--- config.mk ---
export PLATFORM = sky130hd
export DESIGN_NAME = wb_regfile_scoreboard
export DESIGN_NICKNAME = d
export VERILOG_FILES = /design/src/rtl/cpu_pkg.sv /design/src/rtl/reg_pending_ctr.sv /design/src/rtl/wb_regfile_scoreboard.sv
export SDC_FILE = /design/constraint.sdc
export NUM_CORES = 2
export LEC_CHECK = 0
export ABC_AREA = 1
export BUFFER_PORTS_ARGS = -buffer_cell sky130_fd_sc_hd__buf_2
export CAP_MARGIN = 10
export CELL_PAD_IN_SITES_DETAIL_PLACEMENT = 1
export CELL_PAD_IN_SITES_GLOBAL_PLACEMENT = 2
export CORE_ASPECT_RATIO = 0.8
export CORE_MARGIN = 5
export CORE_UTILIZATION = 31
export CTS_CLUSTER_SIZE = 12
export DETAILED_ROUTE_END_ITERATION = 8
export GPL_TIMING_DRIVEN = 0
export HOLD_SLACK_MARGIN = 0.02
export PLACE_DENSITY = 0.87
export REMOVE_ABC_BUFFERS = 1
export SETUP_SLACK_MARGIN = 0.05
export SYNTH_ARGS = -nofsm -noshare
export SYNTH_HDL_FRONTEND = slang
export SYNTH_HIERARCHICAL = 1
export SYNTH_SLANG_ARGS = --single-unit
--- constraint.sdc ---
create_clock -name CLK -period 1.6 [get_ports CLK]
set_input_delay 0 -clock CLK [delete_from_list [all_inputs] [get_ports CLK]]
set_output_delay 0 -clock CLK [all_outputs]
set_load 0.005 [all_outputs]
--- src/rtl/cpu_pkg.sv ---
// Shared CPU definitions: register-file geometry and register address type.
package cpu_pkg;
    localparam int NREG   = 32;
    localparam int DW     = 32;
    localparam int PEND_W = 2;

    typedef logic [4:0] reg_addr_t;

    localparam reg_addr_t REG_ZERO = 5'd0;
endpackage

--- src/rtl/reg_pending_ctr.sv ---
// One per-register pending-write counter: saturates at max on issue, floors at 0 on write-back.
module reg_pending_ctr #(
    parameter int PEND_W = 2
) (
    input  logic              CLK,
    input  logic              RST,
    input  logic              i_inc,
    input  logic              i_dec,
    output logic [PEND_W-1:0] o_cnt,
    output logic              o_ovf
);
    localparam logic [PEND_W-1:0] CNT_MAX  = '1;
    localparam logic [PEND_W-1:0] CNT_ZERO = '0;
    localparam logic [PEND_W-1:0] CNT_ONE  = {{(PEND_W-1){1'b0}}, 1'b1};

    logic [PEND_W-1:0] r_cnt;
    logic              w_inc_only;
    logic              w_dec_only;

    assign w_inc_only = i_inc && !i_dec;
    assign w_dec_only = i_dec && !i_inc;

    always_ff @(posedge CLK) begin
        if (RST) begin
            r_cnt <= CNT_ZERO;
        end else if (w_inc_only && r_cnt != CNT_MAX) begin
            r_cnt <= r_cnt + CNT_ONE;
        end else if (w_dec_only && r_cnt != CNT_ZERO) begin
            r_cnt <= r_cnt - CNT_ONE;
        end
    end

    assign o_cnt = r_cnt;
    // Simultaneous issue and write-back leaves the count alone, so it cannot overflow.
    assign o_ovf = w_inc_only && (r_cnt == CNT_MAX);
endmodule

--- src/rtl/wb_regfile_scoreboard.sv ---
// WB-stage GPR file with two bypassed ID read ports and a per-register pending-write scoreboard.
module wb_regfile_scoreboard
    import cpu_pkg::*;
#(
    parameter int NREG   = cpu_pkg::NREG,
    parameter int DW     = cpu_pkg::DW,
    parameter int PEND_W = cpu_pkg::PEND_W
) (
    input  logic      CLK,
    input  logic      RST,
    input  logic      WB_RegWre,
    input  reg_addr_t WB_Reg_RD,
    input  logic [DW-1:0] WB_DataBus,
    input  reg_addr_t ID_Reg_RS,
    input  reg_addr_t ID_Reg_RT,
    output logic [DW-1:0] ID_RS_Data,
    output logic [DW-1:0] ID_RT_Data,
    input  logic      ID_Issue,
    input  reg_addr_t ID_Issue_RD,
    output logic      ID_RS_Busy,
    output logic      ID_RT_Busy,
    output logic      SB_Overflow
);
    localparam logic [PEND_W-1:0] CNT_ZERO = '0;
    localparam logic [PEND_W-1:0] CNT_ONE  = {{(PEND_W-1){1'b0}}, 1'b1};

    logic [NREG-1:0][DW-1:0]     r_gpr;
    logic [NREG-1:0][PEND_W-1:0] w_cnt;
    logic [NREG-1:0]             w_ovf_hit;
    logic                        r_ovf;
    logic                        w_wr_en;

    assign w_wr_en = WB_RegWre && (WB_Reg_RD != REG_ZERO);

    always_ff @(posedge CLK) begin
        if (RST) begin
            r_gpr <= '0;
        end else if (w_wr_en) begin
            r_gpr[WB_Reg_RD] <= WB_DataBus;
        end
    end

    // r0 has no counter: it is never busy and issues to it are dropped.
    assign w_cnt[0]     = CNT_ZERO;
    assign w_ovf_hit[0] = 1'b0;

    for (genvar g = 1; g < NREG; g++) begin : g_pend
        reg_pending_ctr #(.PEND_W(PEND_W)) u_ctr (
            .CLK   (CLK),
            .RST   (RST),
            .i_inc (ID_Issue && (ID_Issue_RD == reg_addr_t'(g))),
            .i_dec (WB_RegWre && (WB_Reg_RD == reg_addr_t'(g))),
            .o_cnt (w_cnt[g]),
            .o_ovf (w_ovf_hit[g])
        );
    end

    always_ff @(posedge CLK) begin
        if (RST) begin
            r_ovf <= 1'b0;
        end else if (|w_ovf_hit) begin
            r_ovf <= 1'b1;
        end
    end

    assign SB_Overflow = r_ovf;

    function automatic logic [DW-1:0] rd_port(input reg_addr_t a,
                                              input logic [NREG-1:0][DW-1:0] gpr,
                                              input logic wr_en, input reg_addr_t wr_rd,
                                              input logic [DW-1:0] wr_data);
        if (a == REG_ZERO)               return '0;
        else if (wr_en && wr_rd == a)    return wr_data;
        else                             return gpr[a];
    endfunction

    // A landing write clears busy only when it is the last one in flight for that register.
    function automatic logic busy(input reg_addr_t a, input logic [PEND_W-1:0] cnt,
                                  input logic wre, input reg_addr_t wr_rd);
        logic dec;
        dec = wre && (wr_rd == a);
        return (a != REG_ZERO) && (cnt != CNT_ZERO) && !(dec && cnt == CNT_ONE);
    endfunction

    assign ID_RS_Data = rd_port(ID_Reg_RS, r_gpr, w_wr_en, WB_Reg_RD, WB_DataBus);
    assign ID_RT_Data = rd_port(ID_Reg_RT, r_gpr, w_wr_en, WB_Reg_RD, WB_DataBus);
    assign ID_RS_Busy = busy(ID_Reg_RS, w_cnt[ID_Reg_RS], WB_RegWre, WB_Reg_RD);
    assign ID_RT_Busy = busy(ID_Reg_RT, w_cnt[ID_Reg_RT], WB_RegWre, WB_Reg_RD);
endmodule

==> impl_results.md <==
- Worst-path clk slew: roughly 0.080 ns
- Worst skew pair latency: just over 0.8 ns
- Core Region: between 150000 and 200000 µm²
- Worst Setup SP: r_gpr[80]
- IO buf count: roughly 120
- Initial detailed-routing violation count: approximately 12000
- CP endpoint kind: output pin
- Core Rows: ~150
- Remaining global-route overflow: 0
- Most frequent cell after synthesis: nand2_1
- PnR Total Power: 70.1 mW
- Post-synthesis sequential area ratio: 0.354
- P_leak: ~33 nW
- Global-route usage over all layers: 0.358
- Max incr delay on CP: approximately 0.36 ns
- Global-route wire length before repair: ~550000 µm
- CP Class: reg2out
- Final wirelength: roughly 410000 µm
- Endpoints failing setup: 74
- Pins over their slew limit: 0
- CP Data Arrival Time: about 2.5 ns
- Synth warn: 6
- WP buf/inv: 2
- Worst flop-to-flop path startpoint: g_pend[4].u_ctr/o_cnt[1]
- Initial Util: 0.311
- Crit path time final: approximately 2.5 ns
- Fmax: 401 MHz
- CP Data Required Time: 1.60 ns
- Die footprint: slightly above 200000 µm²
- Post-synth EDFFs: 0
- Slowest CP cell: dfxtp_1
- RSZ-0062 raised after global routing: true
- Worst vdd ir: 1.00 mV
- DR DRC count: 0
- Synth async-reset ratio: 0
- Status: finished, violations left
- Via density: a little over 6
- Initial antenna violation count: approximately 40
- Period Utilization, post-route: 1.56
- Final number of hold-violating endpoints: 12
- Antenna-violating nets left: 0
- CP startpoint kind: register
- Crit path cell chain: inv_2 > nand2_2 > nand3_2 > nand3_2 > nand2_2 > nand2_2 > nor2_1 > nand2_1 > nand2_2 > a21oi_4 > buf_2
- Routed via count: ~81000
- Largest delay contributor family on the critical path: simple AND/OR/NAND/NOR gates
- CTS tree: yes
- Clk sink count: 1087
- Final instance area: 82000 µm²
- Die Y: ~400 µm
- Slew @ Worst Pin: between 1 and 1.5 ns
- Routed wire per std cell: ~31 µm
- Worst Hold Class: in2reg
- Ranking of synthesized cells by area: dfxtp_1, nand2_1, nand3_1
- Yosys reg bits: between 1000 and 1500
- Max cap viols: 0
- Hold_ws: -0.109 ns
- Critical hold path startpoint: ID_Issue_RD[3]
- Syn Area/Cell: 6.13 µm²
- Final net count: about 10000
- Final worst slack: -0.892 ns
- Number of global-route vias before repair: slightly below 80000
- Yosys top cell by area: dfxtp_1
- Netlist Area Pre-Place: 61500 µm²
- Netlist cell types: 37
- Slew HR: 0.203
- Horiz. Die Dim: ~500 µm
- Final Util: 0.415
- Post-synth top flop: dfxtp_1
- Syn-to-layout area delta: 33.3%
- Top cells by count, synth: nand2_1, dfxtp_1, nand3_1
- RD Place Congestion: a little over 0.8
- Layout cells sized above 1: 0.233
- Clock Tree Root: clkbuf_16
- Failing checks: negative hold slack, negative setup slack
- Critical-path maximum fanout: 3
- R2r setup slk: -0.01 ns
- Post-placement cell area: 65700 µm²
- Post-Synthesis Cells: between 10000 and 15000
- IO Pins: between 100 and 150
- HPWL after detailed placement: around 190000 µm
- Post-synth top area share: 0.354
- PwrDens: 855 nW/µm²
- Clock buffer depth: 3
- Post-route setup TNS: -40.71 ns
- Setup Skew: 0.0214 ns
- H-tree Lvls: 3
- Critical Path Most Common Cell: nand2_2
- First drt pass iteration count: 8
- CTS Buf Count: 119
- Pin count of the biggest net entering global routing: approximately 130
[registers in the layout (all words and copies together), names as in the netlist]
| name | flops |
|---|---|
| SB_Overflow | 1 |
| r_gpr | 1024 |
| g_pend.u_ctr/o_cnt | 62 |
[final timing paths]
| path | to | depth (start not counted) |
|---|---|---|
| worst max-delay path | ID_RT_Data[16] | 11 |
| worst min-delay path | g_pend[17].u_ctr/o_cnt[0] | 7 |
| worst max register to register | SB_Overflow | 6 |
| worst min register to register | r_gpr[25] | 2 |
[kinds of logic (layout without fill, tap and decap cells)]
kind of cell / Yosys count / in the layout / share of synthesized area
simple gates: 5662 / 5664 / 0.373
compound gates: 1683 / 1683 / 0.168
buf+inv: 1604 / 1784 / 0.105
flops: 1087 / 1087 / 0.354
xor+xnor: 6 / 6 / 0.000976
other cells: 0 / 37 / 0
[through the flow]
stage                     hold slack, ns  setup slack [ns]  instances
after floorplan                   0.0691             -5.61       9195
after global placement             0.424            -35.48      11981
after detailed placement           0.419             -2.50      12128
after CTS                         -0.141            -0.625      12786
after global routing             -0.0294            -0.888      12895
final                             -0.109            -0.892      12925
[routing by layer]
layer,part of all wire,global-route usage
met1,0.36,0.443
met2,0.40,0.513
met4,0.092,0.249
met5,0.00074,0.00370
met3,0.15,0.129
[power by group]
part	leakage [nW]	internal, mW	total [mW]	switching [mW]
Combinational	21.7	4.14	12.9	8.71
Sequential	8.96	27.3	27.5	0.158
Clock	1.96	16.4	29.8	13.4
Total	32.6	47.8	70.1	22.3
[area by class of cell]
cell class              instances  area [µm²]
clock inverters                33         370
multi-input cells            7353       36900
fillers                     24616      116000
inverters                     757        3100
flip-flops and latches       1087       22200
clock buffers                 183        3570
well taps                    2664        3330
diodes                         37        92.6
repair buffers                808       12400
repair inverters                3        26.3
[worst min-delay path: stages]
cell and delay, ns:
buf_2 0.12, nor2_1 0.08, nand2_1 0.13, nor2_1 0.08
nand3_1 0.11, a21oi_1 0.07, nor2_1 0.09
[layout by cell type, fill, tap and decap left out, types with 40 or more instances in the layout]
master	count
a21oi_2	80
nand4_1	125
inv_2	239
o21ai_1	65
a31oi_1	41
inv_1	478
dfxtp_2	369
a211oi_1	476
buf_6	40
o211ai_1	183
nand3_1	643
buf_2	95
dfxtp_1	711
nand2_1	3487
nand2_2	279
a21oi_4	43
nand3_2	209
bufbuf_16	54
nor2_4	42
a21oi_1	723
buf_16	151
clkbuf_16	134
nor2_2	67
dlygate4sd3_1	98
buf_12	116
buf_4	222
nor2_1	747
[repair_timing]
item,CTS,global route
setup buffers,212,83
pin swaps,417,470
endpoints found under the setup margin,406,234
gates cloned,96,13
endpoints found under the hold margin,1055,27
hold buffers,134,12
resized for setup,926,746
Power figures use the tool's default switching activity.
